### config.mk
export PLATFORM = sky130hd
export DESIGN_NAME = eth_tap_sched
export DESIGN_NICKNAME = d
export VERILOG_FILES = /design/src/rtl/eth_tap_pkg.sv /design/src/rtl/eth_tap_skid.sv /design/src/rtl/eth_tap_sched.sv
export SDC_FILE = /design/constraint.sdc
export NUM_CORES = 1
export LEC_CHECK = 0
export CORE_UTILIZATION = 51
export CTS_CLUSTER_DIAMETER = 50
export DETAILED_ROUTE_END_ITERATION = 16
export GPL_TIMING_DRIVEN = 0
export PLACE_DENSITY_LB_ADDON = 0.25
export RECOVER_POWER = 100
export REMOVE_ABC_BUFFERS = 1
export SLEW_MARGIN = 20
export SYNTH_ARGS = -nofsm -noshare
export SYNTH_HDL_FRONTEND = slang
export SYNTH_SLANG_ARGS = --single-unit
### constraint.sdc
create_clock -name clk -period 3.56 [get_ports clk]
set_input_delay 0.712 -clock clk [delete_from_list [all_inputs] [get_ports clk]]
set_output_delay 0.712 -clock clk [all_outputs]
set_load 0.03 [all_outputs]
### src/rtl/eth_tap_pkg.sv
// eth_tap_pkg: shared tap word types, widths, scheduler states and the round-robin pick helper
package eth_tap_pkg;
  localparam int TAP_W        = 81;
  localparam int TAP_LAST_BIT = 80;
  localparam int SRC_W        = 2;
  typedef logic [TAP_W-1:0] tap_word_t;
  typedef struct packed {
    logic [SRC_W-1:0] src_id;
    tap_word_t        word;
  } out_word_t;
  typedef enum logic {ARB, XFER} sched_state_e;
  // First requesting source strictly after last, wrapping; last itself is checked last.
  function automatic logic [SRC_W-1:0] rr_pick(input logic [3:0] req, input logic [SRC_W-1:0] last, input int n);
    logic [SRC_W-1:0] c;
    rr_pick = last;
    for (int k = n; k >= 1; k--) begin
      c = SRC_W'((int'(last) + k) % n);
      if (req[c]) rr_pick = c;
    end
  endfunction
endpackage

### src/rtl/eth_tap_skid.sv
// eth_tap_skid: 2-entry (head + spare) output buffer in front of the encap FIFO
//   clk, rst_n    clock, asynchronous active-low reset
//   in_valid      word popped from a tap this cycle (only while spare is free)
//   in_data       {src_id, tap word}
//   out_full      encap FIFO full, sampled in the same cycle as the write
//   out_wr_en     encap FIFO write
//   out_din       head word, held while not written
//   head_valid    head entry occupied
//   spare_valid   spare entry occupied (upstream must not pop)
module eth_tap_skid #(
  parameter int W = eth_tap_pkg::SRC_W + eth_tap_pkg::TAP_W
) (
  input  logic         clk,
  input  logic         rst_n,
  input  logic         in_valid,
  input  logic [W-1:0] in_data,
  input  logic         out_full,
  output logic         out_wr_en,
  output logic [W-1:0] out_din,
  output logic         head_valid,
  output logic         spare_valid
);
  import eth_tap_pkg::*;
  logic         head_v_q, head_v_d, spare_v_q, spare_v_d, drain, load_head;
  logic [W-1:0] head_q, head_d, spare_q, spare_d;
  always_comb begin
    drain     = head_v_q && !out_full;
    load_head = !head_v_q || drain;
    head_v_d  = load_head ? (spare_v_q || in_valid) : 1'b1;
    head_d    = !load_head ? head_q : spare_v_q ? spare_q : in_valid ? in_data : head_q;
    spare_v_d = spare_v_q ? !drain : (in_valid && !load_head);
    spare_d   = (!spare_v_q && in_valid && !load_head) ? in_data : spare_q;
  end
  always_ff @(posedge clk or negedge rst_n)
    if (!rst_n) begin
      head_v_q  <= 1'b0;
      spare_v_q <= 1'b0;
      head_q    <= '0;
      spare_q   <= '0;
    end else begin
      head_v_q  <= head_v_d;
      spare_v_q <= spare_v_d;
      head_q    <= head_d;
      spare_q   <= spare_d;
    end
  assign out_wr_en   = drain;
  assign out_din     = head_q;
  assign head_valid  = head_v_q;
  assign spare_valid = spare_v_q;
endmodule

### src/rtl/eth_tap_sched.sv
// eth_tap_sched: packet-atomic weighted round-robin drain of N_SRC tap FIFOs into one encap FIFO
//   clk, rst_n    clk156 clock, asynchronous active-low reset
//   src_empty     per-source FWFT empty
//   src_dout      per-source head word, source i at [i*IN_W +: IN_W], bit IN_W-1 = tlast
//   src_rd_en     per-source pop, one-hot or zero
//   out_full      encap FIFO full
//   out_wr_en     encap FIFO write
//   out_din       {src_id, tap word}
//   grant_id      current / last granted source
//   busy          transfer in progress or words buffered
//   ETH_TAP_SCHED_STATS_EN adds pkt_cnt (per-source packets) and stall_cnt (head blocked cycles)
module eth_tap_sched #(
  parameter int N_SRC  = 2,
  parameter int IN_W   = eth_tap_pkg::TAP_W,
  parameter int SRC_W  = eth_tap_pkg::SRC_W,
  parameter int WEIGHT = 1
) (
  input  logic                  clk,
  input  logic                  rst_n,
  input  logic [N_SRC-1:0]      src_empty,
  input  logic [N_SRC*IN_W-1:0] src_dout,
  output logic [N_SRC-1:0]      src_rd_en,
  input  logic                  out_full,
  output logic                  out_wr_en,
  output logic [SRC_W+IN_W-1:0] out_din,
  output logic [SRC_W-1:0]      grant_id,
  output logic                  busy
`ifdef ETH_TAP_SCHED_STATS_EN
  ,
  output logic [N_SRC*32-1:0]   pkt_cnt,
  output logic [31:0]           stall_cnt
`endif
);
  import eth_tap_pkg::*;
  sched_state_e     state_q, state_d;
  logic [SRC_W-1:0] grant_q, grant_d;
  logic [3:0]       wcnt_q, wcnt_d, req;
  logic [IN_W-1:0]  words [4];
  logic             pop, pop_last, regrant, skid_head_v, skid_spare_v;
  // Sources are padded to four so a 2-bit grant always indexes in range.
  for (genvar i = 0; i < 4; i++) begin : g_src
    assign req[i]   = (i < N_SRC) && !src_empty[i % N_SRC];
    assign words[i] = src_dout[(i % N_SRC)*IN_W +: IN_W];
  end
  always_ff @(posedge clk or negedge rst_n)
    if (!rst_n) begin
      state_q <= ARB;
      grant_q <= SRC_W'(N_SRC - 1);
      wcnt_q  <= '0;
    end else begin
      state_q <= state_d;
      grant_q <= grant_d;
      wcnt_q  <= wcnt_d;
    end
  // grant_q doubles as the rr pointer: it only moves when the pointer would move.
  always_comb begin
    state_d  = state_q;
    grant_d  = grant_q;
    wcnt_d   = wcnt_q;
    regrant  = wcnt_q != '0 && req[grant_q];
    pop_last = pop && words[grant_q][IN_W-1];
    if (state_q == ARB && |req) begin
      grant_d = regrant ? grant_q : SRC_W'(rr_pick(req, 2'(grant_q), N_SRC));
      state_d = XFER;
      wcnt_d  = grant_d != grant_q ? '0 : wcnt_q;
    end else if (pop_last) begin
      state_d = ARB;
      wcnt_d  = wcnt_q + 4'd1 == 4'(WEIGHT) ? '0 : wcnt_q + 4'd1;
    end
  end
  always_comb begin
    pop       = state_q == XFER && req[grant_q] && !skid_spare_v;
    src_rd_en = pop ? N_SRC'(1) << grant_q : '0;
    busy      = state_q == XFER || skid_head_v || skid_spare_v;
    grant_id  = grant_q;
  end
  eth_tap_skid #(.W(SRC_W + IN_W)) u_skid (
    .clk        (clk),
    .rst_n      (rst_n),
    .in_valid   (pop),
    .in_data    ({grant_q, words[grant_q]}),
    .out_full   (out_full),
    .out_wr_en  (out_wr_en),
    .out_din    (out_din),
    .head_valid (skid_head_v),
    .spare_valid(skid_spare_v)
  );
`ifdef ETH_TAP_SCHED_STATS_EN
  logic [N_SRC*32-1:0] pkt_cnt_q, pkt_cnt_d;
  logic [31:0]         stall_cnt_q, stall_cnt_d;
  always_comb begin
    pkt_cnt_d = pkt_cnt_q;
    if (pop_last) pkt_cnt_d[32*int'(grant_q) +: 32] = pkt_cnt_q[32*int'(grant_q) +: 32] + 32'd1;
    stall_cnt_d = stall_cnt_q + 32'(skid_head_v && out_full);
  end
  always_ff @(posedge clk or negedge rst_n)
    if (!rst_n) begin
      pkt_cnt_q   <= '0;
      stall_cnt_q <= '0;
    end else begin
      pkt_cnt_q   <= pkt_cnt_d;
      stall_cnt_q <= stall_cnt_d;
    end
  assign pkt_cnt   = pkt_cnt_q;
  assign stall_cnt = stall_cnt_q;
`endif
endmodule

; ---- Word-level counts from Yosys, hierarchy flattened
; Index checks and enable logic that the tools add are counted.
[word_totals]
regBits = 175
latchBits = 0
ram_bits = 0
rom_bits = 0
inputBits = 167
wordCells = 72
memories = 0
[classes]
n_addsub = 3
n_mul = 0
div = 0
order_cmp = 4
eq_ne = 3
shifts = 1
n_mux = 24
bitwise = 4
n_reduce_logical = 26
[ops]
columns = cell, count
row1 = 2-to-1 mux 83 bit, 2
row2 = binary-select mux 81 bit (select 2 bit), 1
row3 = 2-to-1 mux 81 bit, 2
row4 = 2-to-1 mux 4 bit, 4
row5 = 2-to-1 mux 2 bit, 5
row6 = logical AND 1 bit, 9
row7 = "less-than comparator 2 x 3 -> 1 bit, second input constant", 3
row8 = zero test 1 bit, 7
row9 = 2-to-1 mux 1 bit, 7
row10 = binary-select mux 1 bit (select 2 bit), 3
row11 = "adder 4 x 1 -> 4 bit, second input constant", 1
row12 = "equality test 4 x 1 -> 1 bit, second input constant", 1
row13 = logical OR 1 bit, 4
row14 = AND reduction 2 bit, 2
row15 = nonzero test 2 bit, 2
row16 = nonzero test 4 bit, 1
row17 = ">= comparator 3 bit, second input constant", 1
row18 = inverter 2 -> 3 bit, 1
row19 = "adder 1 bit, second input constant", 2
row20 = "bitwise AND 1 bit, first input constant", 2
row21 = "inequality test 2 x 1 -> 1 bit, second input constant", 1
row22 = inequality test 2 bit, 1
row23 = OR reduction 2 bit, 1
row24 = "<< shifter 1 x 2 -> 2 bit, first input constant", 1
row25 = inverter 1 bit, 1

; ---- Depth between registers and ports, before layout
[depth]
ltp_word = 11
mapped_depth = 8

; ---- Cells and area by module
; Synthesis repeated with hierarchy kept, for this count alone.
[hier_totals]
cells_unflattened = 586
hier_area_um2 = 9357.7
[by_module_without_submodules]
columns = module, n_inst, cells_per_inst, area_each_um2, seq_area_each_um2
row1 = eth_tap_skid, 1, 451, 7943.9, 4204.0
row2 = eth_tap_sched, 1, 135, 1413.9, 176.4

; ---- Least setup slack after synthesis
; Ideal clock, no wire load.
[synth_timing]
path_type = flip-flop to output port
from = reg grant_q[0] (netlist: grant_id[0])
to = out src_rd_en[0]
arrival_ns = 1.451
required_time_ns = 2.848
slack_ns = 1.397
path_stages_with_launch = 5
path_buffers = 1
cell_sequence = dfstp_2 > buf_2 > mux2i_2 > nand2_1 > nor2_1
[synth_via]
elab_chain_cells = 5
[synth_rtl]
columns = item, line
row1 = from (decl), eth_tap_sched.sv:36  ; logic [SRC_W-1:0] grant_q, grant_d;
row2 = from (signal assigned), eth_tap_sched.sv:48  ; grant_q <= SRC_W'(N_SRC - 1);
row3 = from (signal assigned), eth_tap_sched.sv:52  ; grant_q <= grant_d;
row4 = binary-select mux 1 bit (select 2 bit), eth_tap_sched.sv:72  ; pop = state_q == XFER && req[grant_q] && !skid_spare_v;
row5 = 2-to-1 mux 1 bit (implied by the code), eth_tap_sched.sv:72
row6 = logical AND 1 bit (2 in a row), eth_tap_sched.sv:72
row7 = 2-to-1 mux 2 bit (*), eth_tap_sched.sv:73  ; src_rd_en = pop ? N_SRC'(1) << grant_q : '0;
row8 = to (decl), eth_tap_sched.sv:22  ; output logic [N_SRC-1:0] src_rd_en,
; Every way passes the cells marked *; elsewhere a longest branch is shown, timed or not. The select of a mux whose other input is x is not followed.

; ---- Final worst setup path
[layout_timing]
from = reg grant_q[0] (netlist: grant_id[0])
to = out src_rd_en[1]
; The elaborated chain is that of the path after synthesis.

==> metrics.csv <==
stage,metric,value,unit
status,status,"finished, violations left",
status,failed_checks,"max-capacitance violations, max-slew violations",
yosys,syn_area_per_cell,10.5,µm²
global_route,grt_use_total,23.3,%
global_route,grt_max_degree,96,
yosys,yosysUniqueCellTypes,36,
setup_path,rr_worst_depth,7,
yosys,synth_compound_area_share,11.4,%
detailed_routing,drt_pass1_iterations,4,
clock_network,cts_tree,built,
cells_and_area,nFillCells,1148,
yosys,syn_area,8210,µm²
power,ir_worst_vdd,0.434,mV
detailed_routing,dr.first_iter.drc_count,340,
clock_network,ctsHtreeMaxLevel,4,
sta,worst_pin_slew,2040,ps
sta,timing.final.hold_violations,0,
cells_and_area,multi_input_area,3510,µm²
yosys,syn_inst,779,
yosys,synth_top_cell_area_share,53.0,%
cells_and_area,syn2layout_area_growth,40.7,%
floorplanning,initial_core_util,51.9,%
setup_path,cp_slowest_cell,dfstp_4,
global_route,grt_overflow,0,
setup_path,crit_buf_inv,1,
cells_and_area,ff_latch_area,4390,µm²
detailed_routing,routed_wl,18800,µm
floorplanning,die_area,16600,µm²
setup_path,start_kind,flop,
cells_and_area,layout-drive-gt1-share,6.13,%
clock_network,post_cts_buffers,0,
clock_network,cts_hold_buf,0,
clock_network,path_clk_slew,70,ps
sta,slew_viol_final,81,
detailed_routing,drc,0,
worst_hold_path,worst_hold_path_type,reg2reg,
power,p_switching,0.00425,W
cells_and_area,num_antenna_cells,0,
floorplanning,core_area,15800,µm²
yosys,yosys_warnings,0,
floorplanning,rows,46,
yosys,synthSimpleGateAreaFrac,9.60,%
setup_path,crit_arrival,2650,ps
detailed_routing,ant_nets,0,
global_route,grt_first_pass_wirelength,30300,µm
clock_network,cts-resized-gates,0,
yosys,muxShareOfSynthArea,21.4,%
floorplanning,io_pins,256,
setup_path,r2r_setup_slack,230,ps
power,power.density,901,nW/µm²
power,clkPwrFrac,17.1,%
setup_path,cp_max_fo,24,
global_route,antenna_found_initial,0,
placement,dpl.hpwl,13200,µm
power,p_int,0.00616,W
placement,numPortBuffers,255,
yosys,synth_seq_cells,175,
run,cap_violations,1,
setup_path,path_class,reg2out,
placement,place_congestion,0.754,
setup_path,worst_path_dominant_cell_family,flip-flops,
clock_network,clockBufferDepth,2,
power,p_leak,4.88,nW
yosys,ys_top_cells_by_area,"dfrtp_1 (53%), mux2_1 (9.9%), mux2i_1 (9.9%), o21ai_0 (8.3%), nand2_1 (7.8%)",
sta,finalCritPeriodShare,94.4,%
detailed_routing,vias_per_cell,5.20,
sta,fmax,298,MHz
cells_and_area,nets,1183,
clock_network,root_buffer,clkbuf_16,
setup_path,crit_chain,mux2i_2 -> nand2_1 -> nor2_1 -> dlygate4sd3_1,
sta,min_period,3360,ps
floorplanning,die_x,129,µm
clock_network,numCtsBuffers,17,
clock_network,cts_sinks,175,
worst_hold_path,whs_path_depth,1,
cells_and_area,post-route-util,73.0,%
yosys,synth_fa_ha_area_share,0.305,%
setup_path,end_kind,output pin,
sta,finalSetupViolCount,0,
yosys,synth_top_family_by_area,multiplexers,
clock_network,worstSkewPairLatency,420,ps
power,pwr-share-comb,48.8,%
floorplanning,die_h,129,µm
sta,rsz0062_at_grt,no,
sta,relSlewSlack,-36.0,%
setup_path,cp.depth,4,
yosys,yosysTopAreaCell,dfrtp_1,
power,power_switching_share,40.8,%
detailed_routing,num_vias,6459,
sta,fin_skew,10.2,ps
detailed_routing,wl_per_cell,15.2,µm
yosys,synth-seq-area-share,53.3,%
setup_path,crit_required,2850,ps
global_route,grt_pass1_vias,6195,
sta,holdWs,475,ps
power,power_frac_seq,34.1,%
yosys,synth_xor_area_share,0,%
setup_path,slowest_delay,890,ps
==> cells by family after synthesis <==
group	after synthesis
muxes	165
DFF	175
adders and majority gates	2
AOI/OAI and AO/OA	177
and+or+nand+nor	196
buffers and inverters	64
==> layout by cell type, fill, tap and decap left out, types with 3 or more instances in the layout <==
cell type and n:
buf_16 5, clkbuf_1 5, clkbuf_16 17, clkbuf_2 4, clkdlybuf4s50_1 165, clkinv_2 3
clkinvlp_4 5, dfrtp_1 173, dlygate4sd3_1 89, inv_1 7, inv_6 3, mux2_1 72
mux2_2 11, mux2i_1 81, nand2_1 170, nand3_1 3, nor2_1 11, nor3_1 3
o21ai_0 158, o21ai_1 8
==> registers in the layout, indices dropped and copies added, names as in the netlist <==
| name | cells |
|---|---|
| u_skid.head_valid | 1 |
| u_skid.spare_valid | 1 |
| wcnt_q | 4 |
| state_q | 1 |
| grant_id | 2 |
| u_skid.out_din | 83 |
| u_skid.spare_q | 83 |
==> final timing paths <==
path                                      endpoint                from
worst min register to register  u_skid.out_din[15]  u_skid.out_din[15]
worst max register to register  u_skid.out_din[45]         grant_id[0]
worst min-delay path            u_skid.out_din[15]  u_skid.out_din[15]
min in group asynchronous       u_skid.out_din[15]               rst_n
worst max-delay path                  src_rd_en[1]         grant_id[0]
max in group asynchronous       u_skid.spare_valid               rst_n
==> metal layers <==
metal / up-vias / share of wire (%) / global-route usage [%]
li1: 3156 / - / -
met1: 3069 / 43 / 29.7
met2: 207 / 49 / 38.7
met3: 27 / 6.7 / 5.70
met4: 0 / 1.7 / 8.65
met5: - / 0 / 0
==> metrics by stage <==
stage | setup slack (ps) | instance area (µm²) | cells | power (W) | TNS (ps)
floorplan | -4000 | 7910 | 722 | 0.00688 | -557180
global placement | -7830 | 10700 | 1193 | 0.00852 | -2054130
detailed placement | 120 | 11100 | 1210 | 0.00900 | 0
CTS | 18.7 | 11600 | 1242 | 0.0108 | 0
global route | 51.4 | 11600 | 1243 | 0.0111 | 0
finish | 200 | 11600 | 1243 | 0.0104 | 0
==> Yosys cell counts <==
cell type  instances
dfrtp_1          174
nand2_1          170
o21ai_0          136
mux2i_1           81
mux2_1            72
o21ai_1           30
clkbuf_1          25
buf_2             18
mux2_2            11
nor2_1            11
buf_6              7
inv_1              7
buf_1              4
buf_4              3
nand3_1            3
nor3_1             3
a211o_1            2
a21oi_1            2
a22o_1             2
ha_1               2
a2111oi_0          1
a2111oi_4          1
a21o_1             1
a31oi_1            1
a41oi_1            1
and2_1             1
and4bb_4           1
dfstp_2            1
mux2i_2            1
nand2b_1           1
nand4_1            1
nor2b_1            1
nor3b_2            1
or2b_1             1
or3_1              1
or3b_4             1
==> layout make-up <==
class | count | area share, %
sequential | 175 | 38.0
multi-input combinational | 540 | 30.4
timing repair buffer | 273 | 24.2
clock buffer | 20 | 3.95
tap | 216 | 2.34
clock inverter | 12 | 0.942
inverter | 7 | 0.227
==> power groups by stage <==
stage,registers [W],clock network (W),logic [W]
floorplan,0.00468,0,0.00220
global placement,0.00387,0,0.00465
detailed placement,0.00365,0,0.00535
CTS,0.00363,0.00181,0.00538
global route,0.00368,0.00189,0.00553
finish,0.00355,0.00178,0.00508
Power figures use the tool's default switching activity.
